File: src/rtl/hier_pkg.sv
// Shared types for the hierarchy fan-out node family.
// Status and state encodings are common to every node in a tree.
package hier_pkg;

  localparam int MAX_CHILDREN = 32;

  typedef enum logic [1:0] {
    RSP_OK         = 2'd0,
    RSP_TIMEOUT    = 2'd1,
    RSP_BAD_TARGET = 2'd2
  } rsp_status_e;

  typedef enum logic [1:0] {
    ST_IDLE = 2'd0,
    ST_WAIT = 2'd1,
    ST_RESP = 2'd2
  } node_state_e;

endpackage

File: src/rtl/hier_ack_collector.sv
// Per-child pending/acknowledge bookkeeping for one outstanding command.
// The pending register doubles as the child_valid outputs.
module hier_ack_collector
  import hier_pkg::*;
#(
  parameter int NUM_CHILDREN = 5
) (
  input  logic                    clk,
  input  logic                    rst,
  input  logic                    load,
  input  logic [NUM_CHILDREN-1:0] load_mask,
  input  logic                    active,
  input  logic                    drop,
  input  logic [NUM_CHILDREN-1:0] child_ack,
  output logic [NUM_CHILDREN-1:0] child_valid,
  output logic [NUM_CHILDREN-1:0] ack_mask,
  output logic                    all_done
);

  logic [NUM_CHILDREN-1:0] pend_q;
  logic [NUM_CHILDREN-1:0] ack_q;

  // Acks only count against children still being driven; stray acks fall away here.
  always_ff @(posedge clk or posedge rst) begin
    if (rst) begin
      pend_q <= '0;
      ack_q  <= '0;
    end else if (load) begin
      pend_q <= load_mask;
      ack_q  <= '0;
    end else if (active) begin
      ack_q  <= ack_q | (pend_q & child_ack);
      pend_q <= drop ? '0 : (pend_q & ~child_ack);
    end
  end

  assign all_done    = ((pend_q & ~child_ack) == '0);
  assign child_valid = pend_q;
  assign ack_mask    = ack_q;

endmodule

File: src/rtl/hier_fanout_node.sv
// One level of a command distribution tree: fans a command out to its
// children (unicast or broadcast) and folds their acks into one response.
module hier_fanout_node
  import hier_pkg::*;
#(
  parameter int NUM_CHILDREN = 5,
  parameter int DATA_W       = 16,
  parameter int TGT_W        = (NUM_CHILDREN > 1) ? $clog2(NUM_CHILDREN) : 1,
  parameter int TIMEOUT_CYC  = 64
) (
  input  logic                    clk,
  input  logic                    rst,
  input  logic                    req_valid,
  output logic                    req_ready,
  input  logic                    req_bcast,
  input  logic [TGT_W-1:0]        req_target,
  input  logic [DATA_W-1:0]       req_data,
  output logic [NUM_CHILDREN-1:0] child_valid,
  output logic [DATA_W-1:0]       child_data,
  input  logic [NUM_CHILDREN-1:0] child_ack,
  output logic                    rsp_valid,
  input  logic                    rsp_ready,
  output logic [1:0]              rsp_status,
  output logic [NUM_CHILDREN-1:0] rsp_ack_mask
);

  // Handshakes: a transfer happens on any rising edge where valid and ready
  // are both high; valid never depends on ready, and a raised rsp_valid holds
  // status and mask until it is taken.

  localparam int CNT_W = $clog2(TIMEOUT_CYC + 1);
  localparam logic [CNT_W-1:0] CNT_LAST = CNT_W'(TIMEOUT_CYC - 1);
  localparam logic [TGT_W:0]   NC_L     = (TGT_W + 1)'(NUM_CHILDREN);

  generate
    if (NUM_CHILDREN < 1 || NUM_CHILDREN > MAX_CHILDREN) begin : g_bad_n
      $error("hier_fanout_node: NUM_CHILDREN out of range");
    end
    if (TIMEOUT_CYC < 2) begin : g_bad_t
      $error("hier_fanout_node: TIMEOUT_CYC must be at least 2");
    end
  endgenerate

  node_state_e             state;
  rsp_status_e             status_q;
  logic [CNT_W-1:0]        cnt;
  logic [NUM_CHILDREN-1:0] req_mask;
  logic                    bad_target;
  logic                    accept;
  logic                    in_wait;
  logic                    at_limit;
  logic                    all_done;

  // A single-child node has nothing to select, so the target is not checked.
  always_comb begin
    req_mask   = '0;
    bad_target = 1'b0;
    if (req_bcast || NUM_CHILDREN == 1) begin
      req_mask = '1;
    end else begin
      for (int i = 0; i < NUM_CHILDREN; i++) begin
        if (req_target == TGT_W'(i)) req_mask[i] = 1'b1;
      end
      bad_target = ({1'b0, req_target} >= NC_L);
    end
  end

  assign accept   = (state == ST_IDLE) && req_valid && req_ready;
  assign in_wait  = (state == ST_WAIT);
  assign at_limit = in_wait && (cnt == CNT_LAST);

  hier_ack_collector #(
    .NUM_CHILDREN(NUM_CHILDREN)
  ) u_collector (
    .clk         (clk),
    .rst         (rst),
    .load        (accept),
    .load_mask   (bad_target ? '0 : req_mask),
    .active      (in_wait),
    .drop        (at_limit),
    .child_ack   (child_ack),
    .child_valid (child_valid),
    .ack_mask    (rsp_ack_mask),
    .all_done    (all_done)
  );

  always_ff @(posedge clk or posedge rst) begin
    if (rst) begin
      state      <= ST_IDLE;
      req_ready  <= 1'b1;
      rsp_valid  <= 1'b0;
      status_q   <= RSP_OK;
      child_data <= '0;
      cnt        <= '0;
    end else begin
      case (state)
        ST_IDLE: begin
          if (accept) begin
            child_data <= req_data;
            req_ready  <= 1'b0;
            cnt        <= '0;
            if (bad_target) begin
              state     <= ST_RESP;
              rsp_valid <= 1'b1;
              status_q  <= RSP_BAD_TARGET;
            end else begin
              state <= ST_WAIT;
            end
          end
        end
        ST_WAIT: begin
          cnt <= cnt + CNT_W'(1);
          // A final ack landing on the timeout cycle still wins.
          if (all_done) begin
            state     <= ST_RESP;
            rsp_valid <= 1'b1;
            status_q  <= RSP_OK;
          end else if (at_limit) begin
            state     <= ST_RESP;
            rsp_valid <= 1'b1;
            status_q  <= RSP_TIMEOUT;
          end
        end
        ST_RESP: begin
          if (rsp_ready) begin
            state     <= ST_IDLE;
            rsp_valid <= 1'b0;
            req_ready <= 1'b1;
          end
        end
        default: begin
          state     <= ST_IDLE;
          req_ready <= 1'b1;
          rsp_valid <= 1'b0;
        end
      endcase
    end
  end

  assign rsp_status = status_q;

endmodule

File: config.mk
export PLATFORM = sky130hd
export DESIGN_NAME = hier_fanout_node
export DESIGN_NICKNAME = d
export VERILOG_FILES = /design/src/rtl/hier_pkg.sv /design/src/rtl/hier_ack_collector.sv /design/src/rtl/hier_fanout_node.sv
export SDC_FILE = /design/constraint.sdc
export NUM_CORES = 1
export LEC_CHECK = 0
export CAP_MARGIN = 20
export CORE_MARGIN = 1
export CORE_UTILIZATION = 25
export CTS_CLUSTER_SIZE = 16
export DETAILED_ROUTE_END_ITERATION = 10
export HOLD_SLACK_MARGIN = 0.05
export SYNTH_ARGS = -nofsm -noshare
export SYNTH_HDL_FRONTEND = slang
export SYNTH_HIERARCHICAL = 1
export SYNTH_SLANG_ARGS = --single-unit
File: constraint.sdc
create_clock -name clk -period 2.2 [get_ports clk]
set_clock_uncertainty 0.15 [all_clocks]
set_input_delay 0.44 -clock clk [delete_from_list [all_inputs] [get_ports clk]]
set_output_delay 0.44 -clock clk [all_outputs]
set_load 0.02 [all_outputs]
==> metrics.cfg <==
[setup_path]
path_class = flop to primary output
critPathMaxFanout = 3
crit_start = req_ready
critical_path.top_delay_family = buffers and inverters
r2r-end = cnt[3]
r2r_slack_ns = 0.48
cp.required_ns = 1.61
crit_path_start_kind = flop
worstPathCellList = clkdlybuf4s50_1
cp-end-kind = primary output
arrival_ns = 1.44
reg2reg_from = state[1]
critPathBufInv = 1
max_stage_delay_ns = 0.61
rr_worst_depth = 4
crit_slowest_cell = clkdlybuf4s50_1

[place]
routabilityCongestion = 0.754
dp_slack_ns = 0.139
port_buffers = 58
place_hpwl_um = 3040
dp.cells = 351

[logic_synthesis]
synth_fp_nets = 228
synth-simple-area-share_pct = 22.4
yosysMostFrequentCell = nand2_1
async_flop_share_pct = 100
ys_types = 39
muxShareOfSynthArea_pct = 0.633
synthTopCellsByArea = dfrtp_1 (53%), nand2_1 (14%), inv_1 (3.0%), o21ai_0 (2.5%), a31oi_1 (2.5%)
synth.cell_area_um2 = 1780
synth_seq_cells = 39
synth-main-ff-cell = dfrtp_1
synth_edf_count = 0
synth_warnings = 6
synth-compound-area-share_pct = 14.7
synthCells = 198
synth_xor_area_share_pct = 0
yosysTopAreaCellShare_pct = 53.4
synth_top_family_by_area = simple AND/OR/NAND/NOR gates
syn_avg_cell_area_um2 = 8.99
synth_common_cells = nand2_1 (67), dfrtp_1 (38), inv_1 (14)
synth_top_area_cell = dfrtp_1
seq_area_frac_synth_pct = 54.9
synthAdderAreaFrac_pct = 0.703

[global_route]
use_met2_pct = 21.3
grt_pass1_vias = 1568
grt_busiest_layer = met2
grt_pass1_wl_um = 7400
grt-ovfl-total = 0
antenna_found_initial = 0
track_usage_pct = 13.0
met3_usage_pct = 3.33
grt_max_degree = 30
met1_usage_pct = 15.9

[die]
pin_count = 59
num_rows = 30
dieArea_um2 = 7460
start_util_pct = 26.0
coreArea_um2 = 6830
die_w_um = 86.4
die_y_um = 86.4

[route]
drc = 0
vias_per_cell = 4.33
drt_wl_total_um = 4280
dr.pass1.iters = 4
postRouteAntennaNets = 0
dr.first_iter.drc_count = 96
vias = 1555
wire_per_inst_um = 11.9

[sta]
fmax_ghz = 0.491
rsz0062_at_grt = false
setup_violations = 0
period_needed_ns = 2.03
slew_violations = 0
worstMarginPinSlew_ns = 0.395
worst_slack_ns = 0.165
timing.final.crit_share_pct = 92.5
slew_headroom_pct = 73.6
hold_slack_ns = 0.321
final.setup.tns_ns = 0
hold_viol = 0

[final_layout]
fin_cells = 359
fill_cells = 726
drive_above_1_share_pct = 8.37
antenna_cells = 0
layout.nets = 292
syn2layout_area_growth_pct = 44.4

[pwr]
switchingPower_w = 0.00101
p_seq_share_pct = 42.1
comb_power_share_pct = 41.3
clock_power_share_pct = 16.6
p_per_area_nw_per_um2 = 1090
power.internal_w = 0.00179
p_leak_nw = 1.18
swShare_pct = 36.1
peakVddDrop_v = 0.000455

[cts]
cts_resized = 0
holdBufCountCts = 0
numCtsBuffers = 5
path_clk_slew_ns = 0.07
clkSinkCount = 39
clkLatencyLatePin_ns = 0.29
cts_max_level = 2
clockRootBuffer = clkbuf_8
cts_setup_buffers = 0
cts_tree = done
cts.path.max_buffers = 2

[flow_run]
drv_cap = 0

[worst_hold_path]
hold_class = primary input to async pin

[run_status]
status = finished, final reports clean

metrics by stage:
step / instance area (um^2) / total power [W] / utilization, %
CTS: 2570 / 0.00285 / 37.6
global route: 2570 / 0.00300 / 37.6
finish: 2570 / 0.00280 / 37.6
detailed placement: 2490 / 0.00236 / 36.4
global placement: 2490 / 0.00235 / 36.4
floorplan: 1780 / 0.00176 / -
power by group through the flow:
stage	clock (W)	sequential (W)	combinational, W
3_5_place_dp	0	0.00118	0.00118
2_1_floorplan	0	0.00144	0.000326
3_3_place_gp	0	0.00119	0.00116
4_1_cts	0.000494	0.00118	0.00118
5_1_grt	0.000520	0.00122	0.00126
6_report	0.000466	0.00118	0.00116
worst max-delay path by stage:
stage / slack [ns] / end / depth (start not counted)
after floorplan: 0.60 / u_collector/child_valid[4] / 6
after global placement: 0.17 / state[0] / 6
after detailed placement: 0.14 / state[0] / 6
after CTS: 0.15 / req_ready / 1
after global routing: 0.14 / req_ready / 1
final: 0.17 / req_ready / 1
logic make-up (layout without fill, tap and decap cells):
| family | after synthesis | after routing |
|---|---|---|
| AOI/OAI and AO/OA | 40 | 40 |
| adders and majority gates | 1 | 1 |
| buffers and inverters | 24 | 89 |
| DFF | 39 | 39 |
| muxes | 1 | 1 |
| and+or+nand+nor | 93 | 93 |
routing by layer:
metal  up-vias  wire length, um
met2        38             1980
met1       729             2020
met4         0               85
met5         -                0
li1        783                -
met3         5              196
registers in the layout, summed over array words and instances, names as in the netlist:
register	count
child_data	16
cnt	7
u_collector/ack_mask	5
u_collector/child_valid	5
rsp_status	2
state	2
req_ready	1
rsp_valid	1
final cells by class:
cell class              count  area, um^2  area share (%)
flip-flops and latches     39         977            38.0
multi-input cells         135         684            26.6
repair buffers             65         646            25.1
well taps                  96         120            4.68
clock buffers               7        76.3            2.97
inverters                  16        60.1            2.34
clock inverters             1        5.00           0.195
cells in the final DEF (no fill, tap or decap), types with 3 or more instances in the layout:
cell type,synthesis,final
o21ai_0,9,9
clkbuf_8,0,5
clkdlybuf4s50_1,0,58
nand2_1,67,67
o22ai_1,3,3
dfrtp_1,38,38
a21o_1,3,3
inv_1,14,14
nor2_1,8,8
o21ai_1,4,4
a31oi_1,7,7
nor3_1,3,3
buf_4,2,6
nand3_1,5,5
Note: power is estimated with default switching activity, not from simulation.
